### src/rtl/pll_sup_pkg.sv
// Shared definitions for the PLL lock supervisor: FSM state encoding,
// output field widths and the counter-width helper.
package pll_sup_pkg;

    typedef enum logic [2:0] {
        PRST   = 3'd0,
        WAIT   = 3'd1,
        STABLE = 3'd2,
        REL    = 3'd3,
        RUN    = 3'd4,
        LOSS   = 3'd5,
        FAULT  = 3'd6
    } state_t;

    localparam int ATTEMPT_W  = 4;
    localparam int LOSS_CNT_W = 8;

    // Extra bit keeps the largest loaded value representable when it is a power of two.
    function automatic int cnt_width(input int a, input int b, input int c);
        int m;
        m = a;
        if (b > m) m = b;
        if (c > m) m = c;
        return $clog2(m) + 1;
    endfunction

endpackage

### src/rtl/sync_2ff.sv
// Two-flop synchronizer for a single asynchronous level input.
// Output resets to 0 and follows the input after two destination clock edges.
module sync_2ff (
    input  logic clk,
    input  logic rst_n,
    input  logic i_d,
    output logic o_q
);

    logic [1:0] r_sync;

    // NOTE: clocked state uses non-blocking assignments so both flops sample the old values on the same edge.
    always_ff @(posedge clk or negedge rst_n) begin
        if (!rst_n) begin
            r_sync <= 2'b00;
        end else begin
            r_sync <= {r_sync[0], i_d};
        end
    end

    assign o_q = r_sync[1];

endmodule

### src/rtl/pll_lock_supervisor.sv
// Sequences PLL reset, lock qualification and ordered release of downstream domain
// resets; re-runs bring-up on lock loss and gives up after repeated lock timeouts.
module pll_lock_supervisor
    import pll_sup_pkg::*;
#(
    parameter int RST_PULSE_CYCLES    = 16,
    parameter int LOCK_STABLE_CYCLES  = 4096,
    parameter int LOCK_TIMEOUT_CYCLES = 250000,
    parameter int NUM_DOMAINS         = 4,
    parameter int RELEASE_GAP_CYCLES  = 16,
    parameter int MAX_ATTEMPTS        = 8
) (
    input  logic                   clkin_25MHz,
    input  logic                   resetn,
    input  logic                   pll_locked,
    input  logic                   force_relock,
    output logic                   pll_rst,
    output logic [NUM_DOMAINS-1:0] domain_rst_n,
    output logic                   ready,
    output logic                   fault,
    output logic [ATTEMPT_W-1:0]   attempt_count,
    output logic [LOSS_CNT_W-1:0]  lock_loss_count
);

    localparam int CNT_W = cnt_width(RST_PULSE_CYCLES, LOCK_STABLE_CYCLES, RELEASE_GAP_CYCLES);
    localparam int TMO_W = cnt_width(LOCK_TIMEOUT_CYCLES, 1, 1);
    localparam int IDX_W = (NUM_DOMAINS > 1) ? $clog2(NUM_DOMAINS) : 1;

    localparam logic [CNT_W-1:0]     RST_LOAD    = CNT_W'(RST_PULSE_CYCLES - 1);
    localparam logic [CNT_W-1:0]     STABLE_LOAD = CNT_W'(LOCK_STABLE_CYCLES - 1);
    localparam logic [CNT_W-1:0]     GAP_LOAD    = CNT_W'(RELEASE_GAP_CYCLES - 1);
    localparam logic [TMO_W-1:0]     TMO_LAST    = TMO_W'(LOCK_TIMEOUT_CYCLES - 1);
    localparam logic [IDX_W-1:0]     IDX_LAST    = IDX_W'(NUM_DOMAINS - 1);
    localparam logic [ATTEMPT_W-1:0] ATTEMPT_MAX = ATTEMPT_W'(MAX_ATTEMPTS);

    state_t                  r_state;
    logic [CNT_W-1:0]        r_cnt;
    logic [TMO_W-1:0]        r_tmo;
    logic [IDX_W-1:0]        r_idx;
    logic                    r_pll_rst;
    logic [NUM_DOMAINS-1:0]  r_dom;
    logic                    r_ready;
    logic                    r_fault;
    logic [ATTEMPT_W-1:0]    r_attempt;
    logic [LOSS_CNT_W-1:0]   r_loss_cnt;

    state_t                  w_state_nxt;
    logic [CNT_W-1:0]        w_cnt_nxt;
    logic [TMO_W-1:0]        w_tmo_nxt;
    logic [IDX_W-1:0]        w_idx_nxt;
    logic [NUM_DOMAINS-1:0]  w_dom_nxt;
    logic [ATTEMPT_W-1:0]    w_attempt_nxt;
    logic [LOSS_CNT_W-1:0]   w_loss_nxt;
    logic                    w_lock_s;
    logic                    w_tmo_expired;
    logic [ATTEMPT_W-1:0]    w_attempt_inc;
    logic [IDX_W-1:0]        w_idx_inc;

    sync_2ff u_lock_sync (
        .clk   (clkin_25MHz),
        .rst_n (resetn),
        .i_d   (pll_locked),
        .o_q   (w_lock_s)
    );

    assign w_tmo_expired = (r_tmo == TMO_LAST);
    assign w_attempt_inc = r_attempt + 1'b1;
    assign w_idx_inc     = r_idx + 1'b1;

    // NOTE: every always_comb output gets a default first so no path leaves it unassigned (no latches).
    always_comb begin
        w_state_nxt   = r_state;
        w_cnt_nxt     = r_cnt;
        w_tmo_nxt     = r_tmo;
        w_idx_nxt     = r_idx;
        w_dom_nxt     = r_dom;
        w_attempt_nxt = r_attempt;
        w_loss_nxt    = r_loss_cnt;

        case (r_state)
            PRST: begin
                w_dom_nxt = '0;
                w_tmo_nxt = '0;
                if (r_cnt == '0) begin
                    w_state_nxt = WAIT;
                end else begin
                    w_cnt_nxt = r_cnt - 1'b1;
                end
            end

            WAIT, STABLE: begin
                w_tmo_nxt = r_tmo + 1'b1;
                // Timeout outranks both lock arrival and a same-cycle lock drop.
                if (w_tmo_expired) begin
                    w_attempt_nxt = w_attempt_inc;
                    w_tmo_nxt     = '0;
                    if (w_attempt_inc == ATTEMPT_MAX) begin
                        w_state_nxt = FAULT;
                    end else begin
                        w_state_nxt = PRST;
                        w_cnt_nxt   = RST_LOAD;
                    end
                end else if (r_state == WAIT) begin
                    if (w_lock_s) begin
                        w_state_nxt = STABLE;
                        w_cnt_nxt   = STABLE_LOAD;
                    end
                end else if (!w_lock_s) begin
                    w_state_nxt = WAIT;
                end else if (r_cnt == '0) begin
                    w_state_nxt  = REL;
                    w_idx_nxt    = '0;
                    w_dom_nxt[0] = 1'b1;
                    w_cnt_nxt    = GAP_LOAD;
                end else begin
                    w_cnt_nxt = r_cnt - 1'b1;
                end
            end

            REL, RUN: begin
                if (!w_lock_s) begin
                    w_state_nxt = LOSS;
                    w_dom_nxt   = '0;
                    if (r_loss_cnt != '1) begin
                        w_loss_nxt = r_loss_cnt + 1'b1;
                    end
                end else if (r_state == REL) begin
                    if (r_cnt != '0) begin
                        w_cnt_nxt = r_cnt - 1'b1;
                    end else if (r_idx == IDX_LAST) begin
                        w_state_nxt   = RUN;
                        w_attempt_nxt = '0;
                    end else begin
                        w_idx_nxt            = w_idx_inc;
                        w_dom_nxt[w_idx_inc] = 1'b1;
                        w_cnt_nxt            = GAP_LOAD;
                    end
                end
            end

            LOSS: begin
                w_state_nxt = PRST;
                w_cnt_nxt   = RST_LOAD;
                w_tmo_nxt   = '0;
                w_dom_nxt   = '0;
            end

            FAULT: begin
                w_dom_nxt = '0;
            end

            default: begin
                w_state_nxt = PRST;
                w_cnt_nxt   = RST_LOAD;
                w_tmo_nxt   = '0;
                w_dom_nxt   = '0;
            end
        endcase

        if (force_relock) begin
            w_state_nxt   = PRST;
            w_cnt_nxt     = RST_LOAD;
            w_tmo_nxt     = '0;
            w_dom_nxt     = '0;
            w_attempt_nxt = '0;
        end
    end

    always_ff @(posedge clkin_25MHz or negedge resetn) begin
        if (!resetn) begin
            r_state    <= PRST;
            r_cnt      <= RST_LOAD;
            r_tmo      <= '0;
            r_idx      <= '0;
            r_pll_rst  <= 1'b1;
            r_dom      <= '0;
            r_ready    <= 1'b0;
            r_fault    <= 1'b0;
            r_attempt  <= '0;
            r_loss_cnt <= '0;
        end else begin
            r_state    <= w_state_nxt;
            r_cnt      <= w_cnt_nxt;
            r_tmo      <= w_tmo_nxt;
            r_idx      <= w_idx_nxt;
            r_pll_rst  <= (w_state_nxt == PRST) || (w_state_nxt == FAULT);
            r_dom      <= w_dom_nxt;
            r_ready    <= (w_state_nxt == RUN);
            r_fault    <= (w_state_nxt == FAULT);
            r_attempt  <= w_attempt_nxt;
            r_loss_cnt <= w_loss_nxt;
        end
    end

    assign pll_rst         = r_pll_rst;
    assign domain_rst_n    = r_dom;
    assign ready           = r_ready;
    assign fault           = r_fault;
    assign attempt_count   = r_attempt;
    assign lock_loss_count = r_loss_cnt;

endmodule

### config.mk
export PLATFORM = sky130hd
export DESIGN_NAME = pll_lock_supervisor
export DESIGN_NICKNAME = d
export VERILOG_FILES = /design/src/rtl/pll_sup_pkg.sv /design/src/rtl/sync_2ff.sv /design/src/rtl/pll_lock_supervisor.sv
export SDC_FILE = /design/constraint.sdc
export NUM_CORES = 1
export LEC_CHECK = 0
export ABC_CLOCK_PERIOD_IN_PS = 3000
export CAP_MARGIN = 0
export CORE_MARGIN = 1
export CORE_UTILIZATION = 46
export DETAILED_ROUTE_END_ITERATION = 16
export HOLD_SLACK_MARGIN = 0.06
export PLACE_DENSITY = 0.64
export SKIP_LAST_GASP = 1
export SYNTH_ARGS = -nofsm -noshare
export SYNTH_HDL_FRONTEND = slang
export SYNTH_SLANG_ARGS = --single-unit
export TNS_END_PERCENT = 30
### constraint.sdc
create_clock -name clkin_25MHz -period 3 [get_ports clkin_25MHz]
set_input_delay 0.6 -clock clkin_25MHz [delete_from_list [all_inputs] [get_ports clkin_25MHz]]
set_output_delay 0.6 -clock clkin_25MHz [all_outputs]
set_load 0.02 [all_outputs]
==> out/metrics.cfg <==
[critical_path]
worst-setup-path-type = flop to flop
cpMaxStageDelayCell = or4_4
crit_arrival_ns = 2.89
critPathMaxStageDelay_ns = 0.62
endpoint = r_cnt[10]
crit_path_start_kind = flop
cp-startpoint = r_cnt[0]
worstRegToRegCells = 8
reg2reg_to = r_cnt[10]
required_ns = 3.22
cp_cell_sequence = inv_1, ha_1, or4b_4, or4_4, o311ai_1, nand2_1, a211oi_1, o22ai_1
end_kind = flop
rrSetupSlack_ns = 0.32
reg2reg_from = r_cnt[0]
critical_path.max_fanout = 10

[synthesis]
ys_types = 64
synth_seq_area_share_pct = 41.1
synth_top_family_by_area = simple AND/OR/NAND/NOR gates
synth_fa_ha_area_share_pct = 3.17
synth_area_sq_um = 3550
synth_compound_area_share_pct = 21.4
ys_ff_latch = 58
synth_nets = 418
synth_area_leader_cell = dfrtp_1
synth_simple_gate_area_share_pct = 23.6
synth_xor_area_share_pct = 5.93
synth_top_area_share_pct = 37.4
synth.area.top_cells = dfrtp_1 37%, nor2_1 5.1%, a21oi_1 4.1%
synth_flop_cell = dfrtp_1
synth_edf_count = 0
synth-async-reset-ratio_pct = 100
synthCells = 405
synthMuxAreaShare_pct = 0.917
postSynthAreaPerCell_sq_um = 8.76
yosys_warnings = 0

[sta]
slew_viol_final = 0
grt_setup_unrepaired = no
fin_worst_skew_ns = 0.0118
slew-limit-headroom_pct = 51.3
tightest_slew_ns = 0.720
setup_viol = 0
fin_crit_ns = 2.68
finalCritPeriodShare_pct = 89.2
tns_ns = 0
fmax_mhz = 374
hold_viol = 0

[die]
core_area_sq_um = 7370
num_io_pins = 23
die_w_um = 89.8
die_y_um = 89.8
dieArea_sq_um = 8070
start_util_pct = 48.1
rows = 31

[global_route]
gr-total-overflow = 0
grt_usage_pct = 23.5
grt_pass1_wl_mm = 15.5
grt_antenna_before_repair = 0
grt_max_degree = 25
grt_pass1_vias = 3184

[final_layout]
layout_commonest_cell = dfrtp_1
areaGrowthSynthToFinish_pct = 17.2
layout-drive-gt1-share_pct = 11.7
layout_common_cells = 53 x dfrtp_1, 48 x nor2_1, 34 x nand2_1
design_area_sq_um = 4160
insertedDiodeCount = 0
nets = 453

[routing]
routed_wl_mm = 8.81
num_vias = 3268
drtIter0Drc = 299
wl_per_cell_um = 16.2
via_per_inst = 6.01
drc = 0
ant_nets = 0
drtPass1Iterations = 5

[placement]
place.port_buffers = 22
dpl-instance-area_sq_um = 3950
gp_congestion = 0.939
place_hpwl_mm = 6.31

[clocking]
htreeDepth = 3
cts_tree = yes
cts_buffer_depth = 2
clock_latency_ns = 0.34
cts_resized = 0
cts_root_buf = clkbuf_8
holdBufCountCts = 0
cts.sinks = 58
post_cts_buffers = 0
cts_inserted_buffers = 9
path_clk_slew_ns = 0.07

[outcome]
outcome = completed

[min_path]
hp-class = primary input to asynchronous set/reset pin

[power]
ir_worst_vdd_mv = 0.260
p_leak_nw = 1.72
pwr_density_cell_nw_per_um2 = 392

[run]
maxCapViolCount = 0

[power breakdown]
group	leakage, nW	switching, mW	total (mW)	internal (mW)
Combinational	0.838	0.0496	0.0828	0.0331
Sequential	0.787	0.0131	0.808	0.795
Clock	0.0945	0.336	0.741	0.405
[worst max-delay path: cells and delay by family (launching register included)]
kind / cells / cell delay, ns
adder cells (fa/ha/maj): 1 / 0.21
AO/OA/AOI/OAI: 3 / 0.61
flip-flops: 1 / 0.38
buffers and inverters: 1 / 0.09
AND/OR/NAND/NOR: 3 / 1.27
[area by class of cell]
class                      count  area, sq um
fill                         657         3210
multi-input combinational    314         1960
sequential                    58         1460
timing repair buffer          41          358
clock buffer                  10          138
tap                           99          124
clock inverter                 6         66.3
inverter                      16         60.1
[cell usage after synthesis, types with 2 or more instances]
library cell	instances
dfrtp_1	53
nor2_1	48
nand2_1	34
a21oi_1	29
o21ai_0	27
nor3_1	16
xnor2_1	16
inv_1	15
nand4_1	12
ha_1	9
nand3_1	9
clkbuf_1	8
xor2_1	8
and3_1	7
o22ai_1	7
o31ai_1	7
nor4_1	6
a211oi_1	5
buf_2	5
dfstp_2	5
o21a_1	5
a31oi_1	4
and4_1	4
nor4b_1	4
a211o_1	3
a21o_1	3
a221oi_1	3
buf_1	3
nand2b_1	3
nand3b_1	3
nor3b_1	3
o211ai_1	3
a22oi_1	2
and2_1	2
o221ai_1	2
o31a_1	2
o31ai_2	2
or4_1	2
[cells by family after synthesis]
logic type,Yosys count
flip-flops,58
multiplexers,3
adder cells (fa/ha/maj),9
buffers and inverters,33
XOR/XNOR,24
AND/OR/NAND/NOR,161
AO/OA/AOI/OAI,117
[layer usage]
layer	vias to the layer above	part of all wire [%]	global-route usage (%)
met5	-	0	0
met4	0	1.8	8.88
met3	15	6.2	4.23
met2	130	46	35.8
met1	1567	46	33.2
li1	1556	-	-
[per-stage QoR]
step                std cells  setup WS (ns)  hold slack (ns)  util [%]  total power [mW]
floorplan                 405          0.411            0.304         -             0.862
global placement          528          0.366            0.334      53.6             0.904
detailed placement        528          0.329            0.340      53.6             0.906
CTS                       544          0.319            0.253      56.4              1.65
global route              544         0.0851            0.277      56.4              1.70
finish                    544          0.324            0.229      56.4              1.63
[sequential cells by signal, indices dropped and copies added (netlist names)]
signal,cells
lock_loss_count,8
r_state,3
u_lock_sync.r_sync,2
r_cnt,13
domain_rst_n,4
r_tmo,19
pll_rst,1
r_idx,2
ready,1
attempt_count,4
fault,1
[how the worst min path moves through the flow]
stage / end / slack (ns) / cells past startpoint / from
floorplan: attempt_count[0] / 0.30 / 0 / resetn
global placement: u_lock_sync.r_sync[1] / 0.33 / 0 / u_lock_sync.r_sync[0]
detailed placement: u_lock_sync.r_sync[1] / 0.34 / 0 / u_lock_sync.r_sync[0]
CTS: attempt_count[3] / 0.25 / 1 / resetn
global route: attempt_count[3] / 0.28 / 1 / resetn
finish: attempt_count[3] / 0.23 / 1 / resetn
No activity file was read; power rests on OpenSTA's default activity.
